File: config.mk
export PLATFORM = sky130hd
export DESIGN_NAME = clock_freq_meter
export DESIGN_NICKNAME = d
export VERILOG_FILES = /design/src/rtl/clock_freq_meter.sv
export SDC_FILE = /design/constraint.sdc
export NUM_CORES = 1
export LEC_CHECK = 0
export CAP_MARGIN = 10
export CELL_PAD_IN_SITES_DETAIL_PLACEMENT = 1
export CELL_PAD_IN_SITES_GLOBAL_PLACEMENT = 2
export CORE_ASPECT_RATIO = 0.6
export CORE_UTILIZATION = 38
export CTS_BUF_LIST = sky130_fd_sc_hd__clkbuf_8
export CTS_CLUSTER_DIAMETER = 80
export DETAILED_ROUTE_END_ITERATION = 7
export PLACE_DENSITY = 0.83
export RECOVER_POWER = 50
export SKIP_LAST_GASP = 1
export SLEW_MARGIN = 20
export SYNTH_ARGS = -nofsm -noshare
export SYNTH_HDL_FRONTEND = slang
export SYNTH_SLANG_ARGS = --single-unit
File: constraint.sdc
create_clock -name i_Clk -period 2.7 [get_ports i_Clk]
set_clock_uncertainty 0.05 [all_clocks]
set_input_delay 0.81 -clock i_Clk [delete_from_list [all_inputs] [get_ports i_Clk]]
set_output_delay 0.81 -clock i_Clk [all_outputs]
set_load 0.03 [all_outputs]
File: src/rtl/clock_freq_meter.sv
// Gated frequency meter: counts synchronized rising edges of i_Sig over a
// fixed window of GATE_CYCLES i_Clk cycles and reports the count once per window.
module clock_freq_meter #(
  parameter int unsigned CLK_IN      = 100000000,
  parameter logic [31:0] GATE_CYCLES = 32'd100000000,
  parameter int          COUNT_WIDTH = 32
) (
  input  logic                   i_Clk,
  input  logic                   i_Reset,
  input  logic                   i_Sig,
  input  logic                   i_Start,
  input  logic                   i_Continuous,
  output logic [COUNT_WIDTH-1:0] o_Count,
  output logic                   o_Valid,
  output logic                   o_Busy,
  output logic                   o_Overflow
);

  typedef enum logic [1:0] {
    IDLE,
    GATE,
    DONE
  } state_t;

  localparam logic [COUNT_WIDTH-1:0] ONE_EDGE = COUNT_WIDTH'(1);
  localparam logic [31:0]            LAST_GATE_CNT = GATE_CYCLES - 32'd1;

  // Reject parameter values the counters cannot honour
  if (GATE_CYCLES < 32'd2) begin : g_bad_gate
    $error("clock_freq_meter: GATE_CYCLES must be at least 2");
  end
  if (COUNT_WIDTH < 4 || COUNT_WIDTH > 32) begin : g_bad_width
    $error("clock_freq_meter: COUNT_WIDTH must be 4..32");
  end
  if (CLK_IN < 2) begin : g_bad_clk
    $error("clock_freq_meter: CLK_IN must be at least 2 Hz");
  end

  state_t                 state;
  logic                   sync_1;
  logic                   sync_2;
  logic                   sig_prev;
  logic [31:0]            gate_cnt;
  logic [COUNT_WIDTH-1:0] edge_cnt;
  logic                   sat_flag;

  logic                   edge_det;
  logic                   last_gate;
  logic [COUNT_WIDTH-1:0] edge_next;
  logic                   sat_next;

  // Two-flop synchronizer plus a history flop for edge detection; runs in every state
  always_ff @(posedge i_Clk or negedge i_Reset) begin
    if (!i_Reset) begin
      sync_1   <= 1'b0;
      sync_2   <= 1'b0;
      sig_prev <= 1'b0;
    end else begin
      sync_1   <= i_Sig;
      sync_2   <= sync_1;
      sig_prev <= sync_2;
    end
  end

  // Next edge-count and saturation values, so the final gate cycle's edge lands in the result
  always_comb begin
    edge_det  = sync_2 & ~sig_prev;
    last_gate = (gate_cnt == LAST_GATE_CNT);
    edge_next = edge_cnt;
    sat_next  = sat_flag;
    if (edge_det) begin
      if (&edge_cnt) begin
        sat_next = 1'b1;
      end else begin
        edge_next = edge_cnt + ONE_EDGE;
      end
    end
  end

  // Measurement FSM with registered result, strobe and busy outputs
  always_ff @(posedge i_Clk or negedge i_Reset) begin
    if (!i_Reset) begin
      state      <= IDLE;
      gate_cnt   <= 32'd0;
      edge_cnt   <= '0;
      sat_flag   <= 1'b0;
      o_Count    <= '0;
      o_Valid    <= 1'b0;
      o_Busy     <= 1'b0;
      o_Overflow <= 1'b0;
    end else begin
      o_Valid <= 1'b0;
      case (state)
        IDLE: begin
          if (i_Start || i_Continuous) begin
            state    <= GATE;
            gate_cnt <= 32'd0;
            edge_cnt <= '0;
            sat_flag <= 1'b0;
            o_Busy   <= 1'b1;
          end
        end
        GATE: begin
          gate_cnt <= gate_cnt + 32'd1;
          edge_cnt <= edge_next;
          sat_flag <= sat_next;
          if (last_gate) begin
            state      <= DONE;
            o_Count    <= edge_next;
            o_Overflow <= sat_next;
            o_Valid    <= 1'b1;
            o_Busy     <= 1'b0;
          end
        end
        DONE: begin
          if (i_Continuous) begin
            state    <= GATE;
            gate_cnt <= 32'd0;
            edge_cnt <= '0;
            sat_flag <= 1'b0;
            o_Busy   <= 1'b1;
          end else begin
            state <= IDLE;
          end
        end
        default: begin
          state  <= IDLE;
          o_Busy <= 1'b0;
        end
      endcase
    end
  end

endmodule
# Word-level counts from Yosys, hierarchy flattened
# Cells that the tools add are included.
[word_totals]
reg_bits = 105
wordCells = 50
[op_classes]
n_addsub = 2
eq_ne = 6
muxes = 21
n_bitwise = 2
reduce_logical = 8
[ops]
columns = ["op", "n"]
rows = [
  ["32-bit one-hot mux with 3 select lines", 2],
  ["32-bit two-way mux", 4],
  ["32-bit by 1-bit adder with 32-bit output, second input constant", 2],
  ["32-bit by 27-bit == test with 1-bit output, second input constant", 1],
  ["32-bit AND reduction", 1],
  ["1-bit two-way mux", 10],
  ["2-bit inequality test, second input constant", 3],
  ["1-bit one-hot mux with 3 select lines", 2],
  ["2-bit one-hot mux with 3 select lines", 1],
  ["3-bit AND reduction", 2],
  ["2-bit two-way mux", 2],
  ["2-bit AND reduction", 2],
  ["3-bit nonzero test", 1],
  ["2-bit by 1-bit == test with 1-bit output, second input constant", 1],
  ["2-bit == test, second input constant", 1],
  ["2-bit logical NOT", 1],
  ["1-bit AND", 1],
  ["1-bit logical OR", 1],
  ["1-bit NOT", 1],
]

# Longest topological paths before layout
# Gate-level depths: netlist of run 1.
[logic_depth]
word_depth = 4
mapped_depth = 9
ltp_nobuf = 7

# Worst setup path after synthesis of run 1
# OpenSTA, ideal clock, no wires.
[synth_timing]
path_kind = "in2reg"
startpoint = "in i_Continuous"
endpoint = "reg gate_cnt[29]"
arrival_time_ns = 2.071
setup_slack_ns = 0.501
stages = 5
path_buffers = 0
cell_sequence = "nand2b_1 a2111oi_4 nand3_1 or3_1 a21oi_1"
[synth_between]
elab_chain_len = 3
elab_cells_between_ends = 4
[synth_rtl]
columns = ["element", "line_no", "source"]
rows = [
  ["start: declaration", "12", "input logic i_Continuous,"],
  ["1-bit logical OR", "95", "if (i_Start || i_Continuous) begin"],
  ["2-bit inequality test (no source line)", "n/a", ""],
  ["3-bit AND reduction (no source line) (*)", "n/a", ""],
  ["end signal: assignment", "104", "gate_cnt <= gate_cnt + 32'd1;"],
  ["end: declaration", "43", "logic [31:0] gate_cnt;"],
]
# Every way passes the cells marked *; elsewhere a longest branch is shown, timed or not.
# A chain may end at the register's enable or synchronous reset.

# Worst setup path in the final report of run 1
[layout_timing]
startpoint = "in i_Continuous"
endpoint = "reg edge_cnt[1]"
[layout_between]
elab_chain_len = 3
elab_cells_between_ends = 4
[layout_rtl]
columns = ["element", "line_no", "source"]
rows = [
  ["1-bit logical OR", "95", ""],
  ["2-bit inequality test (no source line)", "n/a", ""],
  ["3-bit AND reduction (no source line) (*)", "n/a", ""],
  ["end signal: assignment", "105", "edge_cnt <= edge_next;"],
  ["end: declaration", "44", "logic [COUNT_WIDTH-1:0] edge_cnt;"],
]
# Marks and branches as above.

==> impl_results.md, run 1 <==
* Status: complete, but fails checks
* First-pass GRT wire length at 22600 um
* CTS H-tree depth at 3
* Io pins at 40
* Worst slew margin at -31.2%
* Antenna-violating nets left at 0
* Syn Nets at 577
* Top-count cell post-synth: dfrtp_1
* Syn Inst Count at 570
* Routability Congestion at 0.768
* Failing checks: capacitance limit, slew limit
* DRC Markers at 0
* Reg-to-reg startpoint: edge_cnt[0]$_DFFE_PN0P_
* CTS tree: done
* Yosys cell types at 50
* Critical path launch point: i_Continuous
* PD cells at 504 nW/um2
* CP arrival at 2.74 ns
* Layout Nets at 615
* P&R area growth vs syn at 15.7%
* Die X at 155 um
* Dominant synthesized flop cell: dfrtp_1
* Number of enable flip-flop cells after synthesis at 0
* Layout cells sized above 1 at 7.34%
* CTS Hold Bufs at 0
* Vias in the first global route at 4341
* Core Region at 13700 um2
* DR pass1 iterations at 4
* Maximum vdd drop at 0.000228 V
* P_leak at 2.57 nW
* FP Rows at 33
* Worst hold-check path type: flip-flop to flip-flop
* Worst-Skew Late Latency at 0.38 ns
* CP Class: input pin to flip-flop
* Ys async rst share at 100%
* Max-slew violation count at 30
* Unrepaired setup endpoints after global routing: false
* All-layer global routing usage at 20.1%
* Tot Pwr at 0.00312 W
* Setup_tns at 0 ns
* Beginning of the worst hold path: sync_1$_DFF_PN0_
* Number of buffers created by CTS at 9
* Via Count at 4269
* Fmax at 0.396 GHz
* CP endpoint kind: flip-flop
* Nature of the critical path startpoint: input pin
* Port Buffers at 39
* Synth area leaders: dfrtp_1 (49%), nand2_1 (6.0%), xor2_1 (5.1%)
* Syn Area/Cell at 9.37 um2
* Resized Gates After CTS at 0
* Overflow after GRT at 0
* Fill cell count at 1575
* Initial antenna violation count at 0
* Post-CTS Setup Bufs at 0
* Placed wire-length estimate at 9620 um
* Worst Tran Pin Value at 1.97 ns
* Sequential share of the synthesized area at 49.2%
* # diodes at 0
* CP max FO at 14
* Final Hold Fails at 0
* Final setup fails at 0
* Synth area leader: dfrtp_1
* Tcrit/Tclk final at 93.6%
* Post-Syn Area at 5340 um2
* Via density at 5.30
* Buffer levels on the longest clock path at 2
* Largest net degree at the start of global routing at 69
* Most frequent cells after synthesis: dfrtp_1 (105), nand2_1 (86), o21ai_0 (54)
* Root buffer cell: clkbuf_8
* # Max-Cap Violations at 1
* Die H at 93.8 um
* Area share of the largest cell type after synthesis at 49.2%
* DIE AREA at 14500 um2
* Synth Warn # at 0
* WL/cell at 16.8 um
* Initial Util at 39.1%
* #FFs+latches synth at 105
* Place WS at -0.115 ns
* DRT iter0 DRCs at 179
* Setup ws final at 0.173 ns
* CP required at 2.91 ns
* Final WL at 13500 um
* Clock-pin slew on the worst setup and hold paths at 0.10 ns
* Crit path time final at 2.53 ns
* Num Clock Sinks at 105
-- cells by family after synthesis --
family | after synthesis | synth area share [%]
flops | 105 | 49.2
simple gates | 223 | 21.6
buf+inv | 49 | 4.12
mux | 2 | 0.375
fa+ha+maj | 2 | 0.469
compound gates | 140 | 16.1
xor+xnor | 49 | 8.04
-- cells in the final DEF (no fill, tap or decap), types with 17 or more instances in the layout --
master / n
a21oi_1: 25
a31oi_1: 17
and3_1: 19
clkdlybuf4s50_1: 37
dfrtp_1: 105
inv_1: 17
nand2_1: 85
nand3_1: 19
nor2_1: 35
o21ai_0: 54
xnor2_1: 18
xor2_1: 31
-- sequential cells by signal, indices dropped and copies added, names as in the netlist --
register,flops
edge_cnt,32
gate_cnt,32
o_Busy,1
o_Count,32
o_Overflow,1
o_Valid,1
sat_flag,1
sig_prev,1
state,2
sync_1,1
sync_2,1
-- routing by layer --
layer / share of wire [%] / vias to the layer above / GRT usage [%]
li1: - / 2068 / -
met4: 0.56 / 0 / 4.13
met3: 2.8 / 5 / 4.29
met2: 42 / 60 / 29.2
met1: 55 / 2136 / 30.3
met5: 0 / - / 0
-- power by group --
group,leakage [nW],switching [W],total [W],internal [W]
sequential,1.30,0.000144,0.00181,0.00167
clock,0.0960,0.000548,0.000958,0.000410
combinational,1.17,0.000198,0.000347,0.000150
-- critical path, cell delays in order --
cell             delay (ns)
clkdlybuf4s50_1        0.48
nand2b_1               0.13
nand2_1                0.12
clkbuf_1               0.64
o21ai_0                0.27
a32o_1                 0.27
-- per-stage QoR --
| stage | cell area, um2 | hold WS, ns | cells | utilization, % |
|---|---|---|---|---|
| floorplan | 5340 | 0.281 | 570 | - |
| global placement | 6010 | 0.292 | 789 | 44.0 |
| detailed placement | 6010 | 0.298 | 789 | 44.0 |
| CTS | 6200 | 0.321 | 805 | 45.4 |
| global route | 6180 | 0.336 | 805 | 45.2 |
| finish | 6180 | 0.317 | 805 | 45.2 |
-- final cells by class --
cell class / count / area, um2 / share of cell area [%]
sequential: 105 / 2630 / 42.5
multi-input combinational: 416 / 2500 / 40.4
timing repair buffer: 60 / 563 / 9.11
tap: 192 / 240 / 3.89
clock buffer: 12 / 165 / 2.67
inverter: 16 / 60.1 / 0.972
clock inverter: 4 / 27.5 / 0.445
-- worst paths after layout --
path / to / slack (ns) / depth (start not counted)
max reg2reg: o_Count[29]$_DFFE_PN0P_ / 0.27 / 7
max in group asynchronous: gate_cnt[26]$_DFFE_PN0P_ / 0.55 / 1
max: edge_cnt[1]$_DFFE_PN0P_ / 0.17 / 6
min reg2reg: sync_2$_DFF_PN0_ / 0.32 / 0
min: sync_2$_DFF_PN0_ / 0.32 / 0
min in group asynchronous: gate_cnt[16]$_DFFE_PN0P_ / 0.92 / 1
Note: power is estimated with default switching activity, not from simulation.
==> run 2, diff against run 1 <==
--- a/config.mk
+++ b/config.mk
@@ -5,7 +5,7 @@
 export SDC_FILE = /design/constraint.sdc
 export NUM_CORES = 1
 export LEC_CHECK = 0
-export CAP_MARGIN = 10
+export CAP_MARGIN = 20
 export CELL_PAD_IN_SITES_DETAIL_PLACEMENT = 1
 export CELL_PAD_IN_SITES_GLOBAL_PLACEMENT = 2
 export CORE_ASPECT_RATIO = 0.6
==> results of run 2 <==
No change in the layout: final DEF, timing and power equal those of run 1.
